`config.mk`:
```
export PLATFORM = sky130hd
export DESIGN_NAME = trena_envio_serial
export DESIGN_NICKNAME = d
export VERILOG_FILES = /design/src/rtl/trena_pkg.sv /design/src/rtl/tx_serial_7e1.sv /design/src/rtl/trena_envio_serial.sv
export SDC_FILE = /design/constraint.sdc
export NUM_CORES = 1
export LEC_CHECK = 0
export BUFFER_PORTS_ARGS = -buffer_cell sky130_fd_sc_hd__clkbuf_2
export CORE_MARGIN = 5
export CORE_UTILIZATION = 60
export DETAILED_ROUTE_END_ITERATION = 12
export GPL_ROUTABILITY_DRIVEN = 0
export GPL_TIMING_DRIVEN = 0
export PLACE_DENSITY = 0.81
export REMOVE_ABC_BUFFERS = 1
export SETUP_SLACK_MARGIN = 0.15
export SKIP_LAST_GASP = 1
export SYNTH_ARGS = -nofsm -noshare
export SYNTH_HDL_FRONTEND = slang
export SYNTH_HIERARCHICAL = 1
export SYNTH_SLANG_ARGS = --single-unit
```
`constraint.sdc`:
```
create_clock -name clock -period 3.3 [get_ports clock]
set_input_delay 0.495 -clock clock [delete_from_list [all_inputs] [get_ports clock]]
set_output_delay 0.495 -clock clock [all_outputs]
set_load 0.02 [all_outputs]
```
`src/rtl/trena_pkg.sv`:
```
// Shared definitions for the distance-meter serial sender: FSM state codes,
// ASCII constants, the 7E1 frame length and the character helpers.
package trena_pkg;

   typedef enum logic [3:0] {
      OCIOSO  = 4'h0,
      CARREGA = 4'h1,
      ENVIA   = 4'h2,
      ESPERA  = 4'h3,
      PROXIMO = 4'h4,
      FIM     = 4'h5
   } estado_t;

   localparam logic [3:0] ESTADO_INVALIDO = 4'hE;

   localparam logic [6:0] ASCII_ZERO      = 7'h30;
   localparam logic [6:0] ASCII_CERQUILHA = 7'h23;
   localparam logic [6:0] ASCII_INTERROG  = 7'h3F;

   localparam int FRAME_BITS = 10;

   // BCD digit to ASCII; a non-decimal code is shown as '?'.
   function automatic logic [6:0] digito_ascii(input logic [3:0] digito);
      if (digito > 4'd9) begin
         return ASCII_INTERROG;
      end else begin
         return ASCII_ZERO + {3'b000, digito};
      end
   endfunction

   // Even parity over the 7 data bits.
   function automatic logic paridade_par(input logic [6:0] dados);
      return ^dados;
   endfunction

endpackage

```
`src/rtl/tx_serial_7e1.sv`:
```
// Asynchronous 7E1 transmitter: start bit, 7 data bits LSB first, even
// parity, stop bit, each bit held CLK_DIV clock cycles. Pulses fim for one
// cycle right after the stop bit ends.
module tx_serial_7e1
   import trena_pkg::*;
#(
   parameter int CLK_DIV = 434
) (
   input  logic       clock,
   input  logic       reset,
   input  logic       partida,
   input  logic [6:0] dados,
   output logic       saida_serial,
   output logic       fim
);

   localparam int TW = (CLK_DIV > 2) ? $clog2(CLK_DIV) : 1;
   localparam logic [TW-1:0] TIMER_MAX  = TW'(CLK_DIV - 1);
   localparam logic [TW-1:0] TIMER_UM   = TW'(1);
   localparam logic [3:0]    ULTIMO_BIT = 4'(FRAME_BITS - 1);

   logic          r_busy;
   logic          r_saida;
   logic          r_fim;
   logic [TW-1:0] r_timer;
   logic [3:0]    r_bit_cnt;
   logic [8:0]    r_shift;   // bits still to send after the current one

   // Bit timer, bit counter and shift register driving the line.
   always_ff @(posedge clock or posedge reset) begin
      if (reset) begin
         r_busy    <= 1'b0;
         r_saida   <= 1'b1;
         r_fim     <= 1'b0;
         r_timer   <= '0;
         r_bit_cnt <= 4'd0;
         r_shift   <= 9'd0;
      end else begin
         r_fim <= 1'b0;
         if (!r_busy) begin
            r_saida <= 1'b1;
            if (partida) begin
               r_busy    <= 1'b1;
               r_saida   <= 1'b0;
               r_shift   <= {1'b1, paridade_par(dados), dados};
               r_timer   <= '0;
               r_bit_cnt <= 4'd0;
            end
         end else if (r_timer == TIMER_MAX) begin
            r_timer <= '0;
            if (r_bit_cnt == ULTIMO_BIT) begin
               r_busy  <= 1'b0;
               r_saida <= 1'b1;
               r_fim   <= 1'b1;
            end else begin
               r_saida   <= r_shift[0];
               r_shift   <= {1'b0, r_shift[8:1]};
               r_bit_cnt <= r_bit_cnt + 4'd1;
            end
         end else begin
            r_timer <= r_timer + TIMER_UM;
         end
      end
   end

   assign saida_serial = r_saida;
   assign fim          = r_fim;

endmodule

```
`src/rtl/trena_envio_serial.sv`:
```
// Sends a 3-digit BCD distance as the ASCII frame "DDD#" over a 7E1 line.
// The FSM sequences the four characters; bit timing lives in tx_serial_7e1.
module trena_envio_serial
   import trena_pkg::*;
#(
   parameter int         CLK_DIV    = 434,
   parameter logic [6:0] TERMINADOR = 7'h23
) (
   input  logic        clock,
   input  logic        reset,
   input  logic        transmitir,
   input  logic [11:0] medida,
   output logic        saida_serial,
   output logic        ocupado,
   output logic        pronto,
   output logic [3:0]  db_estado
);

   estado_t     r_estado;
   estado_t     w_proximo;
   logic [11:0] r_medida;
   logic [1:0]  r_idx;
   logic        w_partida;
   logic        w_fim;
   logic        w_ocupado;
   logic        w_pronto;
   logic [3:0]  w_db_estado;
   logic [6:0]  w_caractere;

   // State register.
   always_ff @(posedge clock or posedge reset) begin
      if (reset) begin
         r_estado <= OCIOSO;
      end else begin
         r_estado <= w_proximo;
      end
   end

   // Next-state and state-decoded outputs.
   always_comb begin
      w_proximo   = OCIOSO;
      w_partida   = 1'b0;
      w_ocupado   = 1'b0;
      w_pronto    = 1'b0;
      w_db_estado = ESTADO_INVALIDO;
      case (r_estado)
         OCIOSO: begin
            w_db_estado = OCIOSO;
            if (transmitir) begin
               w_proximo = CARREGA;
            end else begin
               w_proximo = OCIOSO;
            end
         end
         CARREGA: begin
            w_db_estado = CARREGA;
            w_ocupado   = 1'b1;
            w_proximo   = ENVIA;
         end
         ENVIA: begin
            w_db_estado = ENVIA;
            w_ocupado   = 1'b1;
            w_partida   = 1'b1;
            w_proximo   = ESPERA;
         end
         ESPERA: begin
            w_db_estado = ESPERA;
            w_ocupado   = 1'b1;
            if (w_fim) begin
               w_proximo = PROXIMO;
            end else begin
               w_proximo = ESPERA;
            end
         end
         PROXIMO: begin
            w_db_estado = PROXIMO;
            w_ocupado   = 1'b1;
            if (r_idx == 2'd3) begin
               w_proximo = FIM;
            end else begin
               w_proximo = ENVIA;
            end
         end
         FIM: begin
            w_db_estado = FIM;
            w_ocupado   = 1'b1;
            w_pronto    = 1'b1;
            w_proximo   = OCIOSO;
         end
         default: begin
            w_db_estado = ESTADO_INVALIDO;
            w_proximo   = OCIOSO;
         end
      endcase
   end

   // Distance latch and character index; the latch freezes the frame content.
   always_ff @(posedge clock or posedge reset) begin
      if (reset) begin
         r_medida <= 12'd0;
         r_idx    <= 2'd0;
      end else if (r_estado == CARREGA) begin
         r_medida <= medida;
         r_idx    <= 2'd0;
      end else if ((r_estado == PROXIMO) && (r_idx != 2'd3)) begin
         r_idx <= r_idx + 2'd1;
      end
   end

   // Character selected by the index: hundreds, tens, units, terminator.
   always_comb begin
      w_caractere = TERMINADOR;
      case (r_idx)
         2'd0:    w_caractere = digito_ascii(r_medida[11:8]);
         2'd1:    w_caractere = digito_ascii(r_medida[7:4]);
         2'd2:    w_caractere = digito_ascii(r_medida[3:0]);
         2'd3:    w_caractere = TERMINADOR;
         default: w_caractere = TERMINADOR;
      endcase
   end

   tx_serial_7e1 #(
      .CLK_DIV (CLK_DIV)
   ) u_tx (
      .clock        (clock),
      .reset        (reset),
      .partida      (w_partida),
      .dados        (w_caractere),
      .saida_serial (saida_serial),
      .fim          (w_fim)
   );

   assign ocupado   = w_ocupado;
   assign pronto    = w_pronto;
   assign db_estado = w_db_estado;

endmodule
```
* Word level (Yosys, flattened, before mapping) *
Cells that the tools add are included.

storage, ports and cells
  output and inout bits = 7
  input bits = 15
  word-level logic and storage cells = 75
  bits in writable memories = 0
  register bits after elaboration = 43
  latch bits = 0
  memories = 0
  bits in read-only memories = 0

operators by class
  $add $sub $neg = 6
  shift-type cells = 0
  $lt $le $gt $ge = 3
  bitwise gates (word level) = 0
  div/mod/pow operators = 0
  multipliers = 0
  equality and inequality tests = 13
  muxes and demuxes = 36
  reduce and logical (&&, ||, !) cells = 8

operator list
  kind                                                              number
  9-bit 2-to-1 mux                                                  7
  7-bit one-hot mux with 4 select lines                             1
  4-bit one-hot mux with 6 select lines                             1
  6-bit by 4-bit adder with 7-bit output (first input constant)     3
  7-bit 2-to-1 mux                                                  3
  4-bit one-hot mux with 5 select lines                             1
  4-bit 2-to-1 mux                                                  4
  1-bit 2-to-1 mux                                                  15
  4-bit greater-than comparator (second input constant)             3
  9-bit by 1-bit adder with 9-bit output (second input constant)    1
  9-bit == test (second input constant)                             1
  4-bit by 2-bit == test with 1-bit output (second input constant)  2
  4-bit by 3-bit == test with 1-bit output (second input constant)  2
  7-bit parity                                                      1
  3-bit 2-to-1 mux                                                  2
  2-bit != test (second input constant)                             3
  5-bit OR reduction                                                1
  4-bit by 1-bit adder with 4-bit output (second input constant)    1
  2-bit == test (second input constant)                             2
  4-bit by 1-bit == test with 1-bit output (second input constant)  1
  4-bit == test (second input constant)                             1
  4-bit zero test                                                   1
  2-bit 2-to-1 mux                                                  2
  2-bit nonzero test                                                2
  5 further kinds                                                   5

* Logic depth before layout (Yosys ltp) *
Gate-level depths: netlist of the first run.

  depth after elaboration = 6
  depth in mapped cells = 9
  gate-level depth less buffers = 9

* Modules after synthesis *
The synthesis of the first run kept the hierarchy.

by module, submodules not included
  module              area an instance (µm²)  times used  cells an instance
  tx_serial_7e1       1311.3                  1           131
  trena_envio_serial  1006.0                  1           94

* Worst setup path after synthesis of the first run *
OpenSTA, ideal clock, no wires.

  kind = flip-flop to flip-flop
  start = register r_estado[2]
  end = register u_tx.r_shift[7]
  stages on the path, launching flop included = 7
  buffers on the path = 1
  clock period less this slack = 1.965 ns
  setup time = 0.126 ns
  slack = 1.335 ns
  arrival time = 1.839 ns
  cells stage by stage = dfrtp_1 clkbuf_1 or2b_1 nor2_1 nor2b_1 a41oi_2 a221o_1

on the way
  word-level cells in the longest chain between the ends = 4

RTL lines
  element                                   RTL line                  text
  start, declared                           trena_envio_serial.sv:19  estado_t r_estado;
  start signal, assigned                    trena_envio_serial.sv:35  r_estado <= w_proximo;
  4-bit by 2-bit == test with 1-bit output  trena_envio_serial.sv:46  case (r_estado)
  1-bit 2-to-1 mux                          trena_envio_serial.sv:46
  net w_partida                             trena_envio_serial.sv:23  logic w_partida;
  2-bit nonzero test (no line)              n/a
  3-bit AND reduction (no line)             n/a
  end signal, assigned                      tx_serial_7e1.sv:45       r_shift <= {1'b1, paridade_par(dados), dados};
  end signal, assigned                      tx_serial_7e1.sv:57       r_shift <= {1'b0, r_shift[8:1]};
  end, declared                             tx_serial_7e1.sv:27       logic [8:0] r_shift;

The timed path passes the listed nets, and every way through them passes these cells.
A chain may end at the register's enable or synchronous reset.

* Worst setup path in the final report of the first run *
  start = register r_estado[1]
  end = register u_tx.r_shift[7]

The elaborated chain is that of the path after synthesis.

==> impl_results.html, run 1 <==
<table>
<tr><th>Metric</th><th>Value</th></tr>
<tr><th colspan="2">Status</th></tr>
<tr><td>Run status</td><td>completed</td></tr>
<tr><th colspan="2">Setup path</th></tr>
<tr><td>Reg-to-Reg Start</td><td>r_estado[1]$_DFF_PP0_</td></tr>
<tr><td>Critical path capture point type</td><td>register</td></tr>
<tr><td>Data arrival time of the critical path</td><td>2.70 ns</td></tr>
<tr><td>Critical path class</td><td>register to register</td></tr>
<tr><td>Largest stage delay on the critical path</td><td>0.53 ns</td></tr>
<tr><td>Critical path's top delay family</td><td>simple AND/OR/NAND/NOR gates</td></tr>
<tr><td>Reg2Reg Capture Point</td><td>u_tx/r_shift[7]$_DFFE_PP0P_</td></tr>
<tr><td>Number of cells on the worst reg-to-reg path</td><td>5</td></tr>
<tr><td>Worst path slowest cell</td><td>dfrtp_1</td></tr>
<tr><td>Maximum fanout count along the critical path</td><td>22</td></tr>
<tr><td>Buffers &amp; Inverters on Critical Path</td><td>0</td></tr>
<tr><td>Chain of cells forming the critical path</td><td>or2b_1, nor2_1, nor2b_1, a41oi_2, a221o_1</td></tr>
<tr><td>Kind of start point of the critical path</td><td>register</td></tr>
<tr><td>Req. time, crit path</td><td>3.48 ns</td></tr>
<tr><td>Internal reg-to-reg setup slack</td><td>0.78 ns</td></tr>
<tr><th colspan="2">Synthesis</th></tr>
<tr><td>Netlist cell types</td><td>46</td></tr>
<tr><td>Ranking of synthesized cells by area</td><td>dfrtp_1, mux2_2, ha_1</td></tr>
<tr><td>Fraction of registers with async set or reset after synthesis</td><td>100%</td></tr>
<tr><td>Synthesized area</td><td>2320 um^2</td></tr>
<tr><td>Area fraction of the dominant cell type after synthesis</td><td>44.3%</td></tr>
<tr><td>Sequential cell area fraction in the yosys report</td><td>45.4%</td></tr>
<tr><td>Post-synth top flop</td><td>dfrtp_1</td></tr>
<tr><td>Yosys warns</td><td>6</td></tr>
<tr><td>Post-synthesis area per instance</td><td>10.3 um^2</td></tr>
<tr><td>Cells after Synth</td><td>225</td></tr>
<tr><td>Number of flops mapped to enable cells by yosys</td><td>0</td></tr>
<tr><td>Register bit count reported by yosys</td><td>42</td></tr>
<tr><td>Yosys top cell by area</td><td>dfrtp_1</td></tr>
<tr><th colspan="2">Clock tree</th></tr>
<tr><td>Hold buffer count at cts</td><td>0</td></tr>
<tr><td>Post CTS Setup Buffer Count</td><td>0</td></tr>
<tr><td>Number of clock buffers inserted by TritonCTS</td><td>5</td></tr>
<tr><td>Clock net sink count</td><td>42</td></tr>
<tr><td>Clock-pin slew on the worst setup and hold paths</td><td>0.07 ns</td></tr>
<tr><td>Deepest clock path buffer count</td><td>2</td></tr>
<tr><td>Clock tree from TritonCTS</td><td>built</td></tr>
<tr><td>Deepest level of the CTS H-tree</td><td>2</td></tr>
<tr><td>Clk Latency, worst-skew pair</td><td>0.30 ns</td></tr>
<tr><td>CTS Root Buffer Type</td><td>clkbuf_8</td></tr>
<tr><td>Gates resized, CTS repair</td><td>0</td></tr>
<tr><th colspan="2">STA</th></tr>
<tr><td>Min Tclk post-route</td><td>2.52 ns</td></tr>
<tr><td>Final Max Slew Viols</td><td>0</td></tr>
<tr><td>Largest clock skew in the final design</td><td>0.00847 ns</td></tr>
<tr><td>Setup TNS Final</td><td>0 ns</td></tr>
<tr><td>Slew Limit Headroom</td><td>35.5%</td></tr>
<tr><td>Tcrit/Tclk final</td><td>76.4%</td></tr>
<tr><td>Count of final setup violators</td><td>0</td></tr>
<tr><td>Final Hold Fails</td><td>0</td></tr>
<tr><td>Setup repair after global routing missed its margin</td><td>no</td></tr>
<tr><td>Highest clock rate</td><td>0.396 GHz</td></tr>
<tr><td>Worst Setup Slack, final</td><td>0.778 ns</td></tr>
<tr><td>Worst hold slack</td><td>0.269 ns</td></tr>
<tr><td>Slew at the pin closest to its max-slew limit</td><td>0.967 ns</td></tr>
<tr><th colspan="2">Placed design</th></tr>
<tr><td>Number of buffer cells added on primary ports</td><td>21</td></tr>
<tr><td>Cells after DPL</td><td>285</td></tr>
<tr><td>Pre-CTS WS</td><td>0.793 ns</td></tr>
<tr><td>HPWL Detailed</td><td>2.89 mm</td></tr>
<tr><th colspan="2">Route</th></tr>
<tr><td>Iter 0 DRT Violations</td><td>74</td></tr>
<tr><td>Vias/cell</td><td>5.66</td></tr>
<tr><td>Total Routed Length</td><td>4.05 mm</td></tr>
<tr><td>Length of the first detailed-routing pass in iterations</td><td>4</td></tr>
<tr><td>Routed length per instance</td><td>13.8 um</td></tr>
<tr><td>Overall via count from detail_route</td><td>1,659</td></tr>
<tr><td>Routed Antenna Nets</td><td>0</td></tr>
<tr><td>Number of DRC violations after detailed routing</td><td>0</td></tr>
<tr><th colspan="2">Floorplan</th></tr>
<tr><td>Horizontal extent of the die</td><td>72.1 um</td></tr>
<tr><td>Core region area</td><td>3690 um^2</td></tr>
<tr><td>Std cell rows</td><td>22</td></tr>
<tr><td>Chip height</td><td>72.1 um</td></tr>
<tr><td>Starting Density</td><td>62.8%</td></tr>
<tr><td>Number of top-level pins</td><td>22</td></tr>
<tr><td>Floorplan die area</td><td>5200 um^2</td></tr>
<tr><th colspan="2">Min path</th></tr>
<tr><td>Type of the tightest min-delay check</td><td>primary input to asynchronous set/reset pin</td></tr>
<tr><th colspan="2">Finish</th></tr>
<tr><td>Number of non-filler instances in the completed layout</td><td>293</td></tr>
<tr><td>Area growth syn-to-layout</td><td>8.21%</td></tr>
<tr><td>Antenna Cells</td><td>0</td></tr>
<tr><td>Sequential Area</td><td>1050 um^2</td></tr>
<tr><td>Share of cells above drive strength 1</td><td>19.6%</td></tr>
<tr><td>Fill cells</td><td>309</td></tr>
<tr><td>Final-stage net count</td><td>268</td></tr>
<tr><td>Area occupied by multi-input gates</td><td>1160 um^2</td></tr>
<tr><th colspan="2">Pwr</th></tr>
<tr><td>Peak VDD IR</td><td>356 uV</td></tr>
<tr><td>P_leak</td><td>1.20 nW</td></tr>
<tr><td>Pwr Total</td><td>0.936 mW</td></tr>
<tr><td>Power per Cell Area</td><td>373 nW/um^2</td></tr>
<tr><th colspan="2">Job</th></tr>
<tr><td>Max cap viols</td><td>0</td></tr>
<tr><th colspan="2">GRT</th></tr>
<tr><td>Wire length of the first global-routing pass</td><td>7.51 mm</td></tr>
<tr><td>Number of global-route vias before repair</td><td>1,663</td></tr>
<tr><td>Overall global routing resource usage</td><td>18.3%</td></tr>
<tr><td>Aggregate global routing overflow</td><td>0</td></tr>
<tr><td>Number of antenna violations at the first check in global routing</td><td>0</td></tr>
<tr><td>Pin count of the biggest net entering global routing</td><td>26</td></tr>
</table>
-- worst max path at each step --
stage / from / end / slack [ns] / depth (start not counted)
2_1_floorplan: r_estado[1]$_DFF_PP0_ / u_tx/r_shift[7]$_DFFE_PP0P_ / 1.10 / 5
3_3_place_gp: r_estado[1]$_DFF_PP0_ / u_tx/r_shift[7]$_DFFE_PP0P_ / 0.85 / 5
3_5_place_dp: r_estado[1]$_DFF_PP0_ / u_tx/r_shift[7]$_DFFE_PP0P_ / 0.79 / 5
4_1_cts: r_estado[1]$_DFF_PP0_ / u_tx/r_shift[7]$_DFFE_PP0P_ / 0.80 / 5
5_1_grt: u_tx/r_busy$_DFF_PP0_ / u_tx/r_shift[7]$_DFFE_PP0P_ / 0.57 / 4
6_report: r_estado[1]$_DFF_PP0_ / u_tx/r_shift[7]$_DFFE_PP0P_ / 0.78 / 5
-- power by group --
group          total (mW)  internal [mW]  switching [mW]
clock network       0.336          0.169           0.167
logic              0.0571         0.0298          0.0273
registers           0.543          0.530          0.0124
total               0.936          0.729           0.207
-- per-stage QoR --
stage          utilization [%]  instance area [um^2]
2_1_floorplan                -                  2250
3_3_place_gp              65.5                  2420
3_5_place_dp              65.5                  2420
4_1_cts                   68.0                  2510
5_1_grt                   68.0                  2510
6_report                  68.0                  2510
-- synthesized netlist by cell type, types with 2 or more instances --
master / count
clkbuf_1: 4
nand2b_1: 2
a21o_1: 6
nand2_1: 23
a22oi_1: 2
nand3_1: 6
a31oi_1: 2
inv_1: 9
mux2i_1: 9
a21oi_1: 4
o21ai_0: 18
xor2_1: 5
a22o_1: 6
conb_1: 2
nor3_1: 4
nor2_1: 13
a211oi_1: 3
mux2_2: 12
buf_6: 3
dfrtp_1: 41
buf_2: 3
nor2b_1: 7
o22ai_1: 6
o21a_1: 2
xnor2_1: 4
ha_1: 9
-- flip-flops by register name, indices dropped and copies added, names as in the netlist --
register,count
r_medida,12
u_tx/r_shift,9
u_tx/r_timer,9
u_tx/r_bit_cnt,4
r_estado,3
r_idx,2
u_tx/fim,1
u_tx/r_busy,1
u_tx/saida_serial,1
-- area by class of cell --
| type | instances | area share [%] |
|---|---|---|
| sequential | 42 | 42.0 |
| timing repair buffer | 21 | 4.19 |
| clock buffer | 7 | 3.44 |
| multi-input combinational | 165 | 46.5 |
| tap | 48 | 2.40 |
| clock inverter | 1 | 0.200 |
| inverter | 9 | 1.35 |
-- kinds of logic after synthesis --
| group | Yosys count | share of synthesized area [%] |
|---|---|---|
| xor+xnor | 9 | 3.40 |
| other cells | 2 | 0.324 |
| fa+ha+maj | 9 | 4.86 |
| simple gates | 67 | 15.3 |
| buf+inv | 20 | 4.64 |
| flops | 42 | 45.4 |
| compound gates | 55 | 16.3 |
| mux | 21 | 9.72 |
-- worst register-to-register path: stages, from the launching register on --
cell and delay (ns):
dfrtp_1 0.53, or2b_1 0.28, nor2_1 0.38, nor2b_1 0.45, a41oi_2 0.26, a221o_1 0.51
-- cell usage in the layout, fill, tap and decap left out, types with 2 or more instances in the layout --
master | Yosys | routed
nor2_1 | 13 | 13
dfrtp_1 | 41 | 41
a31oi_1 | 2 | 2
a211oi_1 | 3 | 3
mux2i_1 | 9 | 9
conb_1 | 2 | 4
clkbuf_8 | 0 | 6
a22o_1 | 6 | 6
o21a_1 | 2 | 2
a21o_1 | 6 | 6
a22oi_1 | 2 | 2
a21oi_1 | 4 | 4
ha_1 | 9 | 9
inv_1 | 9 | 9
nor3_1 | 4 | 4
nand3_1 | 6 | 6
mux2_2 | 12 | 12
o22ai_1 | 6 | 6
xnor2_1 | 4 | 4
nor2b_1 | 7 | 7
nand2b_1 | 2 | 2
nand2_1 | 23 | 23
clkbuf_2 | 0 | 21
xor2_1 | 5 | 5
o21ai_0 | 18 | 18
-- routing by layer --
metal  vias up  routed length [um]  global-route usage [%]  part of all wire (%)
met3         6                 174                    5.54                   4.3
met4         0                  57                    6.47                   1.4
li1        825                   -                       -                     -
met2        42                1950                    29.4                    48
met5         -                   0                       0                     0
met1       786                1870                    23.3                    46
No activity file was read; power rests on OpenSTA's default activity.
==> run 2: changes to the inputs <==
--- a/config.mk
+++ b/config.mk
@@ -5,13 +5,14 @@
 export SDC_FILE = /design/constraint.sdc
 export NUM_CORES = 1
 export LEC_CHECK = 0
+export ABC_AREA = 1
 export BUFFER_PORTS_ARGS = -buffer_cell sky130_fd_sc_hd__clkbuf_2
 export CORE_MARGIN = 5
-export CORE_UTILIZATION = 60
+export CORE_UTILIZATION = 53
 export DETAILED_ROUTE_END_ITERATION = 12
 export GPL_ROUTABILITY_DRIVEN = 0
 export GPL_TIMING_DRIVEN = 0
-export PLACE_DENSITY = 0.81
+export PLACE_DENSITY = 0.75
 export REMOVE_ABC_BUFFERS = 1
 export SETUP_SLACK_MARGIN = 0.15
 export SKIP_LAST_GASP = 1
==> constraint.sdc (replaced) <==
create_clock -name clock -period 2.2 [get_ports clock]
set_input_delay 0.33 -clock clock [delete_from_list [all_inputs] [get_ports clock]]
set_output_delay 0.33 -clock clock [all_outputs]
set_load 0.02 [all_outputs]
==> impl_results.html, run 2 <==
<table>
<tr><th>Metric</th><th>Value</th></tr>
<tr><th colspan="2">Clock tree</th></tr>
<tr><td>Clock net sink count</td><td>42 (unchanged)</td></tr>
<tr><td>Number of clock buffers inserted by TritonCTS</td><td>5 (unchanged)</td></tr>
<tr><td>Deepest level of the CTS H-tree</td><td>2 (unchanged)</td></tr>
<tr><td>Clock tree from TritonCTS</td><td>built (unchanged)</td></tr>
<tr><td>Clock-pin slew on the worst setup and hold paths</td><td>0.08 ns (was 0.07 ns)</td></tr>
<tr><td>Deepest clock path buffer count</td><td>2 (unchanged)</td></tr>
<tr><td>Clk Latency, worst-skew pair</td><td>0.29 ns (was 0.30 ns)</td></tr>
<tr><td>CTS Root Buffer Type</td><td>clkbuf_8 (unchanged)</td></tr>
<tr><th colspan="2">Finish</th></tr>
<tr><td>Fill cells</td><td>368 (was 309)</td></tr>
<tr><td>Most frequent standard cell in the layout excluding fill and tap cells</td><td>nand2_1 (was dfrtp_1)</td></tr>
<tr><td>Area growth syn-to-layout</td><td>9.73% (was 8.21%)</td></tr>
<tr><td>Flip-flop count of the largest register after layout</td><td>12 (unchanged)</td></tr>
<tr><td>Share of cells above drive strength 1</td><td>19.7% (was 19.6%)</td></tr>
<tr><td>Highest-count cells in the layout ignoring fill and taps</td><td>nand2_1, dfrtp_1, inv_1 (was dfrtp_1, nand2_1, clkbuf_2)</td></tr>
<tr><td>Area occupied by multi-input gates</td><td>1140 um^2 (was 1160 um^2)</td></tr>
<tr><td>Antenna Cells</td><td>0 (unchanged)</td></tr>
<tr><td>Largest register by flop count</td><td>r_medida (unchanged)</td></tr>
<tr><td>Registers with the most flip-flops</td><td>r_medida (12), u_tx/r_shift (9), u_tx/r_timer (9) (unchanged)</td></tr>
<tr><td>Sequential Area</td><td>1050 um^2 (unchanged)</td></tr>
<tr><td>Final-stage net count</td><td>343 (was 268)</td></tr>
<tr><th colspan="2">Synthesis</th></tr>
<tr><td>Register bit count reported by yosys</td><td>42 (unchanged)</td></tr>
<tr><td>Count leader, synth</td><td>nand2_1 (was dfrtp_1)</td></tr>
<tr><td>Cells after Synth</td><td>296 (was 225)</td></tr>
<tr><td>Area fraction of the dominant cell type after synthesis</td><td>43.1% (was 44.3%)</td></tr>
<tr><td>Yosys top cell by area</td><td>dfrtp_1 (unchanged)</td></tr>
<tr><td>Number of flops mapped to enable cells by yosys</td><td>0 (unchanged)</td></tr>
<tr><td>Fraction of registers with async set or reset after synthesis</td><td>100% (unchanged)</td></tr>
<tr><td>Ranking of synthesized cells by area</td><td>dfrtp_1, nand2_1, inv_1 (was dfrtp_1, mux2_2, ha_1)</td></tr>
<tr><td>Post-synth top flop</td><td>dfrtp_1 (unchanged)</td></tr>
<tr><td>Netlist cell types</td><td>35 (was 46)</td></tr>
<tr><td>Sequential cell area fraction in the yosys report</td><td>44.2% (was 45.4%)</td></tr>
<tr><td>Yosys warns</td><td>6 (unchanged)</td></tr>
<tr><td>Synthesized area</td><td>2380 um^2 (was 2320 um^2)</td></tr>
<tr><td>Top post-synthesis cells by count</td><td>nand2_1, dfrtp_1, inv_1 (was dfrtp_1, nand2_1, o21ai_0)</td></tr>
<tr><td>Post-synthesis area per instance</td><td>8.04 um^2 (was 10.3 um^2)</td></tr>
<tr><th colspan="2">Route</th></tr>
<tr><td>Routed length per instance</td><td>11.4 um (was 13.8 um)</td></tr>
<tr><td>Total Routed Length</td><td>4.24 mm (was 4.05 mm)</td></tr>
<tr><td>Routed Antenna Nets</td><td>0 (unchanged)</td></tr>
<tr><td>Iter 0 DRT Violations</td><td>78 (was 74)</td></tr>
<tr><td>Vias/cell</td><td>5.05 (was 5.66)</td></tr>
<tr><td>Length of the first detailed-routing pass in iterations</td><td>4 (unchanged)</td></tr>
<tr><td>Number of DRC violations after detailed routing</td><td>0 (unchanged)</td></tr>
<tr><td>Overall via count from detail_route</td><td>1,879 (was 1,659)</td></tr>
<tr><th colspan="2">Floorplan</th></tr>
<tr><td>Number of top-level pins</td><td>22 (unchanged)</td></tr>
<tr><td>Floorplan die area</td><td>5930 um^2 (was 5200 um^2)</td></tr>
<tr><td>Core region area</td><td>4350 um^2 (was 3690 um^2)</td></tr>
<tr><td>Chip height</td><td>77.0 um (was 72.1 um)</td></tr>
<tr><td>Starting Density</td><td>54.7% (was 62.8%)</td></tr>
<tr><td>Std cell rows</td><td>24 (was 22)</td></tr>
<tr><td>Horizontal extent of the die</td><td>77.0 um (was 72.1 um)</td></tr>
<tr><th colspan="2">Setup path</th></tr>
<tr><td>Maximum fanout count along the critical path</td><td>4 (was 22)</td></tr>
<tr><td>Worst path slowest cell</td><td>dfrtp_1 (unchanged)</td></tr>
<tr><td>Internal reg-to-reg setup slack</td><td>0.34 ns (was 0.78 ns)</td></tr>
<tr><td>Critical path's top delay family</td><td>simple AND/OR/NAND/NOR gates (unchanged)</td></tr>
<tr><td>Kind of start point of the critical path</td><td>register (unchanged)</td></tr>
<tr><td>Reg2Reg Capture Point</td><td>u_tx/r_shift[7]$_DFFE_PP0P_ (unchanged)</td></tr>
<tr><td>Number of cells on the worst reg-to-reg path</td><td>14 (was 5)</td></tr>
<tr><td>Critical Path Most Common Cell</td><td>nand2_1</td></tr>
<tr><td>Buffers &amp; Inverters on Critical Path</td><td>3 (was 0)</td></tr>
<tr><td>Critical Path Source</td><td>r_idx[0]$_DFFE_PP0P_ (was r_estado[1]$_DFF_PP0_)</td></tr>
<tr><td>Critical path capture point type</td><td>register (unchanged)</td></tr>
<tr><td>Data arrival time of the critical path</td><td>2.03 ns (was 2.70 ns)</td></tr>
<tr><td>Largest stage delay on the critical path</td><td>0.43 ns (was 0.53 ns)</td></tr>
<tr><td>Req. time, crit path</td><td>2.38 ns (was 3.48 ns)</td></tr>
<tr><td>Critical path class</td><td>register to register (unchanged)</td></tr>
<tr><td>Logic depth of the worst setup path including buffers</td><td>14 (was 5)</td></tr>
<tr><td>Chain of cells forming the critical path</td><td>inv_2, ha_2, inv_1, o21a_1, a21oi_2, inv_1, nand2_1, nand2_1, nand2_1, nand2_1, nand2_1, nand3_1, nand2_1, nand2_1 (was or2b_1, nor2_1, nor2b_1, a41oi_2, a221o_1)</td></tr>
<tr><td>End of the critical path</td><td>u_tx/r_shift[7]$_DFFE_PP0P_ (unchanged)</td></tr>
<tr><td>Reg-to-Reg Start</td><td>r_idx[0]$_DFFE_PP0P_ (was r_estado[1]$_DFF_PP0_)</td></tr>
<tr><th colspan="2">STA</th></tr>
<tr><td>Final Hold Fails</td><td>0 (unchanged)</td></tr>
<tr><td>Largest clock skew in the final design</td><td>0.00816 ns (was 0.00847 ns)</td></tr>
<tr><td>Tcrit/Tclk final</td><td>84.4% (was 76.4%)</td></tr>
<tr><td>Final Max Slew Viols</td><td>0 (unchanged)</td></tr>
<tr><td>Highest clock rate</td><td>0.539 GHz (was 0.396 GHz)</td></tr>
<tr><td>Count of final setup violators</td><td>0 (unchanged)</td></tr>
<tr><td>Slew at the pin closest to its max-slew limit</td><td>0.921 ns (was 0.967 ns)</td></tr>
<tr><td>Setup repair after global routing missed its margin</td><td>no (unchanged)</td></tr>
<tr><td>Slew Limit Headroom</td><td>38.5% (was 35.5%)</td></tr>
<tr><td>Worst Setup Slack, final</td><td>0.343 ns (was 0.778 ns)</td></tr>
<tr><td>Min Tclk post-route</td><td>1.86 ns (was 2.52 ns)</td></tr>
<tr><td>Setup TNS Final</td><td>0 ns (unchanged)</td></tr>
<tr><th colspan="2">GRT</th></tr>
<tr><td>Number of global-route vias before repair</td><td>1,848 (was 1,663)</td></tr>
<tr><td>Wire length of the first global-routing pass</td><td>7.78 mm (was 7.51 mm)</td></tr>
<tr><td>Overall global routing resource usage</td><td>15.4% (was 18.3%)</td></tr>
<tr><td>Pin count of the biggest net entering global routing</td><td>26 (unchanged)</td></tr>
<tr><td>Aggregate global routing overflow</td><td>0 (unchanged)</td></tr>
<tr><td>Number of antenna violations at the first check in global routing</td><td>0 (unchanged)</td></tr>
<tr><th colspan="2">Pwr</th></tr>
<tr><td>P_leak</td><td>1.35 nW (was 1.20 nW)</td></tr>
<tr><td>Power per Cell Area</td><td>536 nW/um^2 (was 373 nW/um^2)</td></tr>
<tr><td>Peak VDD IR</td><td>456 uV (was 356 uV)</td></tr>
<tr><th colspan="2">Placed design</th></tr>
<tr><td>HPWL Detailed</td><td>3.15 mm (was 2.89 mm)</td></tr>
<tr><td>Pre-CTS WS</td><td>0.245 ns (was 0.793 ns)</td></tr>
<tr><td>Number of buffer cells added on primary ports</td><td>21 (unchanged)</td></tr>
<tr><th colspan="2">Min path</th></tr>
<tr><td>Type of the tightest min-delay check</td><td>primary input to asynchronous set/reset pin (unchanged)</td></tr>
<tr><th colspan="2">Status</th></tr>
<tr><td>Run status</td><td>completed (unchanged)</td></tr>
<tr><th colspan="2">Job</th></tr>
<tr><td>Max cap viols</td><td>0 (unchanged)</td></tr>
</table>
==> run 2: cell types whose count changed in the layout (fill, tap and decap cells not counted), sizes merged, moves of 8 or more <==
cell   previous run  this run
nand3             6        15
mux2i             9         1
nand2            23        82
o21ai            18        33
nor2             13        26
a21oi             4        16
inv               9        38
==> run 2: layout make-up <==
| class | count | share of cell area, % |
|---|---|---|
| Inverter | 38 | 5.56 |
| Sequential cell | 42 | 40.3 |
| Multi-Input combinational cell | 210 | 43.8 |
| Timing Repair Buffer | 22 | 4.31 |
| Clock buffer | 7 | 3.31 |
| Tap cell | 52 | 2.49 |
| Clock inverter | 1 | 0.192 |
==> run 2: timing repair <==
item | 4_1_cts | 5_1_grt
buffers inserted | 0 | 1
endpoints found under the setup margin | 0 | 1
gates resized for setup | 0 | 10
hold buffers | 0 | 0
==> run 2: metrics by stage <==
stage	power (mW)	util, %	hold WS, ns	std cells	instance area, um^2
final	1.40	60.0	0.114	372	2610
after global routing	1.48	60.0	0.187	372	2610
after CTS	1.42	59.4	0.138	371	2580
after detailed placement	0.916	57.3	0.449	363	2490
after global placement	0.912	57.3	0.439	363	2490
after floorplan	0.887	-	0.256	290	2320
==> run 2: how the worst min path moves through the flow <==
stage	start	end
after global placement	reset	r_estado[0]$_DFF_PP0_
final	reset	r_medida[6]$_DFFE_PP0P_
after detailed placement	reset	r_estado[0]$_DFF_PP0_
after floorplan	reset	r_estado[0]$_DFF_PP0_
after CTS	reset	r_medida[9]$_DFFE_PP0P_
after global routing	reset	r_estado[0]$_DFF_PP0_
==> run 2: kinds of logic after synthesis <==
group           synth area share (%)
fa+ha+maj                       4.73
xor+xnor                        1.10
other cells                    0.316
compound gates                  13.2
flops                           44.2
simple gates                    24.2
buf+inv                         8.78
mux                             3.42
==> run 2: layer usage <==
layer	GRT usage, %	up-vias	wire [um]	part of all wire, %
li1	-	976	-	-
met1	19.0	868	1870	44
met2	27.6	31	2150	51
met3	3.16	4	179	4.2
met4	3.09	0	38	0.90
met5	0	-	0	0
==> run 2: report_power, final <==
part | switching (mW) | internal, mW | total, mW
registers | 0.0114 | 0.792 | 0.803
clock network | 0.246 | 0.253 | 0.499
logic | 0.0597 | 0.0386 | 0.0983
total | 0.317 | 1.08 | 1.40
